<file path="src/rtl/i2c_master_burst_ctrl.sv">
// i2c_master_burst_ctrl
// Byte/burst-level controller for the I2C master. It runs one command as a
// sequence of bit-level operations on the bit controller: an optional START,
// then Len+1 data words of DW bits with per-word ACK handling, then an
// optional STOP.
//
// Ports
//   Clk, Rst_n                   clock, asynchronous active-low reset
//   Start/Stop/Read/Write, Len   command bits and burst length minus one,
//                                sampled only in IDLE
//   Tx_ack                       ACK/NACK bit the master sends after the last
//                                read word
//   Tx_data/Tx_valid/Tx_ready    write-word handshake
//   Rx_data/Rx_valid             received word and its one-cycle strobe
//   Rx_ack                       ACK bit the slave returned for the last
//                                written word
//   Byte_cnt                     words completed in the current/last command
//   Bit_cmd/Bit_txd              bit-level operation and bit to transmit
//   Bit_ack/Bit_rxd              bit operation done and received bit
//   I2C_al                       arbitration lost
//   I2C_busy/I2C_done/Al_err     status: busy, done pulse, sticky arb-lost flag
module i2c_master_burst_ctrl #(
  parameter int unsigned DW    = 8,
  parameter int unsigned LEN_W = 4
) (
  input  logic             Clk,
  input  logic             Rst_n,
  input  logic             Start,
  input  logic             Stop,
  input  logic             Read,
  input  logic             Write,
  input  logic [LEN_W-1:0] Len,
  input  logic             Tx_ack,
  input  logic [DW-1:0]    Tx_data,
  input  logic             Tx_valid,
  output logic             Tx_ready,
  output logic [DW-1:0]    Rx_data,
  output logic             Rx_valid,
  output logic             Rx_ack,
  output logic [LEN_W:0]   Byte_cnt,
  output logic [3:0]       Bit_cmd,
  output logic             Bit_txd,
  input  logic             Bit_ack,
  input  logic             Bit_rxd,
  input  logic             I2C_al,
  output logic             I2C_busy,
  output logic             I2C_done,
  output logic             Al_err
);

  // Bit-controller command codes shared with i2c_master_defines.
  localparam logic [3:0] CMD_NOP   = 4'b0000;
  localparam logic [3:0] CMD_START = 4'b0001;
  localparam logic [3:0] CMD_STOP  = 4'b0010;
  localparam logic [3:0] CMD_WRITE = 4'b0100;
  localparam logic [3:0] CMD_READ  = 4'b1000;

  localparam int unsigned BW = (DW > 2) ? $clog2(DW) : 1;

  typedef enum logic [2:0] {
    IDLE, START, LOAD, XFER, ACK, STOP, DONE
  } state_t;

  state_t           state;
  logic             c_stop;
  logic             c_read;
  logic             c_write;
  logic [LEN_W-1:0] len;
  logic [DW-1:0]    sr;
  logic [BW-1:0]    bit_cnt;
  logic             last_word;

  // Byte_cnt still holds the index of the word in flight until its ACK phase.
  always_comb begin
    last_word = (Byte_cnt == {1'b0, len});
  end

  always_ff @(posedge Clk or negedge Rst_n) begin
    if (!Rst_n) begin
      state    <= IDLE;
      c_stop   <= 1'b0;
      c_read   <= 1'b0;
      c_write  <= 1'b0;
      len      <= '0;
      sr       <= '0;
      bit_cnt  <= '0;
      Tx_ready <= 1'b0;
      Rx_data  <= '0;
      Rx_valid <= 1'b0;
      Rx_ack   <= 1'b0;
      Byte_cnt <= '0;
      Bit_cmd  <= CMD_NOP;
      Bit_txd  <= 1'b0;
      I2C_busy <= 1'b0;
      I2C_done <= 1'b0;
      Al_err   <= 1'b0;
    end else begin
      Tx_ready <= 1'b0;
      Rx_valid <= 1'b0;
      I2C_done <= 1'b0;

      if (state != IDLE && I2C_al) begin
        // Abandon the command on the spot: no STOP, counters frozen.
        state    <= IDLE;
        Bit_cmd  <= CMD_NOP;
        Bit_txd  <= 1'b0;
        Al_err   <= 1'b1;
        I2C_done <= 1'b1;
        I2C_busy <= 1'b0;
      end else begin
        case (state)
          IDLE: begin
            if (Start || Stop || Read || Write) begin
              c_stop   <= Stop;
              c_write  <= Write;
              c_read   <= Read & ~Write;
              len      <= Len;
              Byte_cnt <= '0;
              Al_err   <= 1'b0;
              Rx_ack   <= 1'b0;
              I2C_busy <= 1'b1;
              if (Start) begin
                state   <= START;
                Bit_cmd <= CMD_START;
              end else if (Read || Write) begin
                state   <= LOAD;
              end else begin
                state   <= STOP;
                Bit_cmd <= CMD_STOP;
              end
            end
          end

          START: begin
            if (Bit_ack) begin
              Bit_cmd <= CMD_NOP;
              if (c_read || c_write) begin
                state <= LOAD;
              end else begin
                state    <= DONE;
                I2C_done <= 1'b1;
                I2C_busy <= 1'b0;
              end
            end
          end

          LOAD: begin
            bit_cnt <= BW'(DW - 1);
            if (c_write) begin
              if (Tx_valid) begin
                Tx_ready <= 1'b1;
                sr       <= Tx_data;
                Bit_cmd  <= CMD_WRITE;
                Bit_txd  <= Tx_data[DW-1];
                state    <= XFER;
              end
            end else begin
              Bit_cmd <= CMD_READ;
              Bit_txd <= 1'b0;
              state   <= XFER;
            end
          end

          XFER: begin
            if (Bit_ack) begin
              bit_cnt <= bit_cnt - 1'b1;
              if (c_write) sr <= {sr[DW-2:0], 1'b0};
              else         sr <= {sr[DW-2:0], Bit_rxd};
              if (bit_cnt == '0) begin
                state <= ACK;
                if (c_write) begin
                  Bit_cmd <= CMD_READ;
                  Bit_txd <= 1'b0;
                end else begin
                  Bit_cmd <= CMD_WRITE;
                  Bit_txd <= last_word ? Tx_ack : 1'b0;
                end
              end else if (c_write) begin
                // sr[DW-1] is the bit just sent; the next one sits below it.
                Bit_txd <= sr[DW-2];
              end
            end
          end

          ACK: begin
            if (Bit_ack) begin
              Byte_cnt <= Byte_cnt + 1'b1;
              Bit_txd  <= 1'b0;
              if (c_write) begin
                Rx_ack <= Bit_rxd;
              end else begin
                Rx_data  <= sr;
                Rx_valid <= 1'b1;
              end
              if (last_word || (c_write && Bit_rxd)) begin
                if (c_stop) begin
                  state   <= STOP;
                  Bit_cmd <= CMD_STOP;
                end else begin
                  state    <= DONE;
                  Bit_cmd  <= CMD_NOP;
                  I2C_done <= 1'b1;
                  I2C_busy <= 1'b0;
                end
              end else begin
                state   <= LOAD;
                Bit_cmd <= CMD_NOP;
              end
            end
          end

          STOP: begin
            if (Bit_ack) begin
              state    <= DONE;
              Bit_cmd  <= CMD_NOP;
              I2C_done <= 1'b1;
              I2C_busy <= 1'b0;
            end
          end

          DONE: begin
            state <= IDLE;
          end

          default: begin
            state   <= IDLE;
            Bit_cmd <= CMD_NOP;
          end
        endcase
      end
    end
  end

endmodule

</file>
<file path="config.mk">
export PLATFORM = sky130hd
export DESIGN_NAME = i2c_master_burst_ctrl
export DESIGN_NICKNAME = d
export VERILOG_FILES = /design/src/rtl/i2c_master_burst_ctrl.sv
export SDC_FILE = /design/constraint.sdc
export NUM_CORES = 1
export LEC_CHECK = 0
export BUFFER_PORTS_ARGS = -buffer_cell sky130_fd_sc_hd__buf_2
export CORE_ASPECT_RATIO = 0.75
export CORE_MARGIN = 2
export CORE_UTILIZATION = 49
export CTS_CLUSTER_DIAMETER = 200
export DETAILED_ROUTE_END_ITERATION = 16
export GPL_TIMING_DRIVEN = 0
export PLACE_DENSITY = 0.72
export SLEW_MARGIN = 0
export SYNTH_ARGS = -nofsm -noshare
export SYNTH_HDL_FRONTEND = slang
export SYNTH_SLANG_ARGS = --single-unit
</file>
<file path="constraint.sdc">
create_clock -name Clk -period 5.45 [get_ports Clk]
set_clock_uncertainty 0.2 [all_clocks]
set_input_delay 0.8175 -clock Clk [delete_from_list [all_inputs] [get_ports Clk]]
set_output_delay 0.8175 -clock Clk [all_outputs]
set_load 0.02 [all_outputs]
</file>
==> impl_metrics.tcl <==
set metrics [dict create \
    fmax_mhz 422.2 \
    grt-ovfl-total 0 \
    netlist_area_um2 2379 \
    die_w_um 84.45 \
    yosys.cell_count.top_type "dfrtp_1" \
    min_period_ns 2.368 \
    wl_met2_um 2305 \
    crit_type "in -> reg" \
    tritoncts "done" \
    cellPowerDensity_nw_per_um2 555.7 \
    clkSinkCount 45 \
    post-route-drc-count 0 \
    final_cells 349 \
    antenna_cells 0 \
    grt_setup_unrepaired "no" \
    port_buffers 46 \
    wire_per_inst_um 16.10 \
    vias 2014 \
    critPathLaunchType "input pin" \
    drv_slew 0 \
    gp_congestion 0.9908 \
    grt_pass1_wl_um 9584 \
    synth_seq_area_share_pct 47.34 \
    arrival_ns 2.35 \
    tns_ns 0 \
    synth_area_leaders "dfrtp_1, nor2_1, mux2_1, a21oi_1, mux2i_1" \
    crit_path_max_fanout 9 \
    clkLatencyLatePin_ns 0.30 \
    async_flop_share_pct 100.0 \
    fin_area_um2 2818 \
    outcome "finished clean" \
    grt_max_degree 46 \
    yosys_most_used_dff "dfrtp_1" \
    layout-drive-gt1-share_pct 26.03 \
    setup_viol 0 \
    die_area_um2 5433 \
    hold_viol 0 \
    clk_pin_slew_ns 0.08 \
    period_share_pct 43.46 \
    place_hpwl_um 4157 \
    leakage_nw 1.395 \
    dp_cells 341 \
    fill_cells 415 \
    reg2reg_depth 5 \
    synth_seq_cells 45 \
    grt_usage_pct 22.70 \
    syn_area_per_cell_um2 9.994 \
    synth_edf_count 0 \
    nNetsFinal 317 \
    synth_warnings 0 \
    synthTopCellsByCount "dfrtp_1, nor2_1, a21oi_1" \
    whs_path_depth 1 \
    initial_core_util_pct 52.03 \
    top_layer_used "met4" \
    end_kind "flop" \
    fin_util_pct 61.63 \
    drt_iter0_drc 259 \
    grt_pass1_vias 1897 \
    rows 21 \
    cts_made_buffers 5 \
    syn_inst 238 \
    clk_path_buf_depth 2 \
    drt-vias-per-instance 5.771 \
    synth_area_leader_cell "dfrtp_1" \
    antenna_found_initial 0 \
    hold_ws_ns 0.2740 \
    slew_headroom_pct 34.74 \
    htreeDepth 2 \
    crit_required_ns 5.44 \
    peakVddDrop_uv 287.6 \
    detailroute.wirelength.met3_um 479 \
    ios 47 \
    tightest_slew_ns 0.9789 \
    area_delta_synth_final_pct 18.46 \
    synth_top_area_share_pct 47.34 \
    wirelength_um 5620 \
    drt-met1-wl_um 2710 \
    final_antenna_net_count 0 \
    drv_cap 0 \
    cts_root_buf "clkbuf_8" \
    placed_cell_area_um2 2680 \
    cts_hold_buf 0 \
    die_h_um 64.34 \
    cts_setup_buffers 0 \
    hp-class "reg -> reg" \
    coreArea_um2 4572 \
    first_pass_iters 4 \
    synth_cell_type_count 53 \
    ctsResizeCount 0 \
    synth_nets 264 \
]
cells by family after synthesis:
group	share of synthesized area (%)
AOI/OAI and AO/OA	17.36
xor gates and xnor gates	3.314
adders and majority gates	1.578
buffers and inverters	4.629
DFF	47.34
muxes	10.15
and+or+nand+nor	15.62
layer usage:
metal / vias up / track usage (%)
met5: - / 0
met4: 0 / 9.524
met3: 11 / 6.072
met2: 93 / 29.17
met1: 955 / 35.32
li1: 955 / -
critical path, cell delays in order:
cell	delay, ns
buf_2	0.12
nor4b_1	0.51
and2_2	0.32
nand2b_1	0.07
buf_2	0.19
mux2_1	0.33
cells in the final DEF (no fill, tap or decap), drive strengths merged, types with 3 or more instances in the layout:
| cell type | Yosys | routed |
|---|---|---|
| a211oi | 3 | 3 |
| a21oi | 18 | 18 |
| a22o | 3 | 3 |
| a22oi | 5 | 5 |
| and2 | 4 | 4 |
| buf | 9 | 55 |
| clkbuf | 4 | 9 |
| dfrtp | 45 | 45 |
| ha | 3 | 3 |
| inv | 11 | 12 |
| mux2 | 14 | 14 |
| mux2i | 8 | 8 |
| nand2 | 12 | 12 |
| nand2b | 3 | 3 |
| nand3 | 4 | 4 |
| nor2 | 27 | 27 |
| nor2b | 4 | 4 |
| nor3 | 5 | 5 |
| nor3b | 3 | 3 |
| o21ai | 14 | 14 |
| o22ai | 3 | 3 |
| o31ai | 4 | 4 |
| xnor2 | 5 | 5 |
| xor2 | 4 | 4 |
sequential cells by signal, summed over array words and instances, names as in the netlist:
register and flops:
Rx_valid 1, Al_err 1, c_stop 1, len 4, I2C_done 1, Rx_ack 1, I2C_busy 1, Byte_cnt 5
Bit_cmd 4, bit_cnt 3, Rx_data 8, sr 8, Bit_txd 1, c_read 1, Tx_ready 1, state 3
c_write 1
through the flow:
step / total power [mW] / worst slack (ns)
2_1_floorplan: 1.057 / 3.190
3_3_place_gp: 1.243 / 2.774
3_5_place_dp: 1.259 / 2.757
4_1_cts: 1.567 / 3.082
5_1_grt: 1.681 / 2.960
6_report: 1.566 / 3.082
final cells by class:
class / count / area (um^2) / area share, %
plain buffers: 13 / 68.82 / 2.442
clock buffers: 5 / 68.82 / 2.442
clock inverters: 3 / 68.82 / 2.442
inverters: 11 / 41.29 / 1.465
multi-input cells: 169 / 1142 / 40.54
flip-flops and latches: 45 / 1126 / 39.96
well taps: 57 / 71.32 / 2.531
repair buffers: 46 / 230.2 / 8.171
final timing paths:
check | startpoint | end | slack [ns]
worst max-delay path | I2C_al | Rx_data[7] | 3.08
worst min-delay path | bit_cnt[0] | bit_cnt[0] | 0.27
worst max register to register | state[1] | Rx_data[7] | 3.25
worst min register to register | bit_cnt[0] | bit_cnt[0] | 0.27
max in group asynchronous | Rst_n | Rx_data[5] | 3.97
min in group asynchronous | Rst_n | len[0] | 0.47
where the power goes:
group / internal (mW) / switching, mW / leakage (nW)
clock network: 0.185 / 0.120 / 0.0687
registers: 0.463 / 0.0865 / 0.558
logic: 0.291 / 0.422 / 0.769
(Power assumes the default switching activity.)
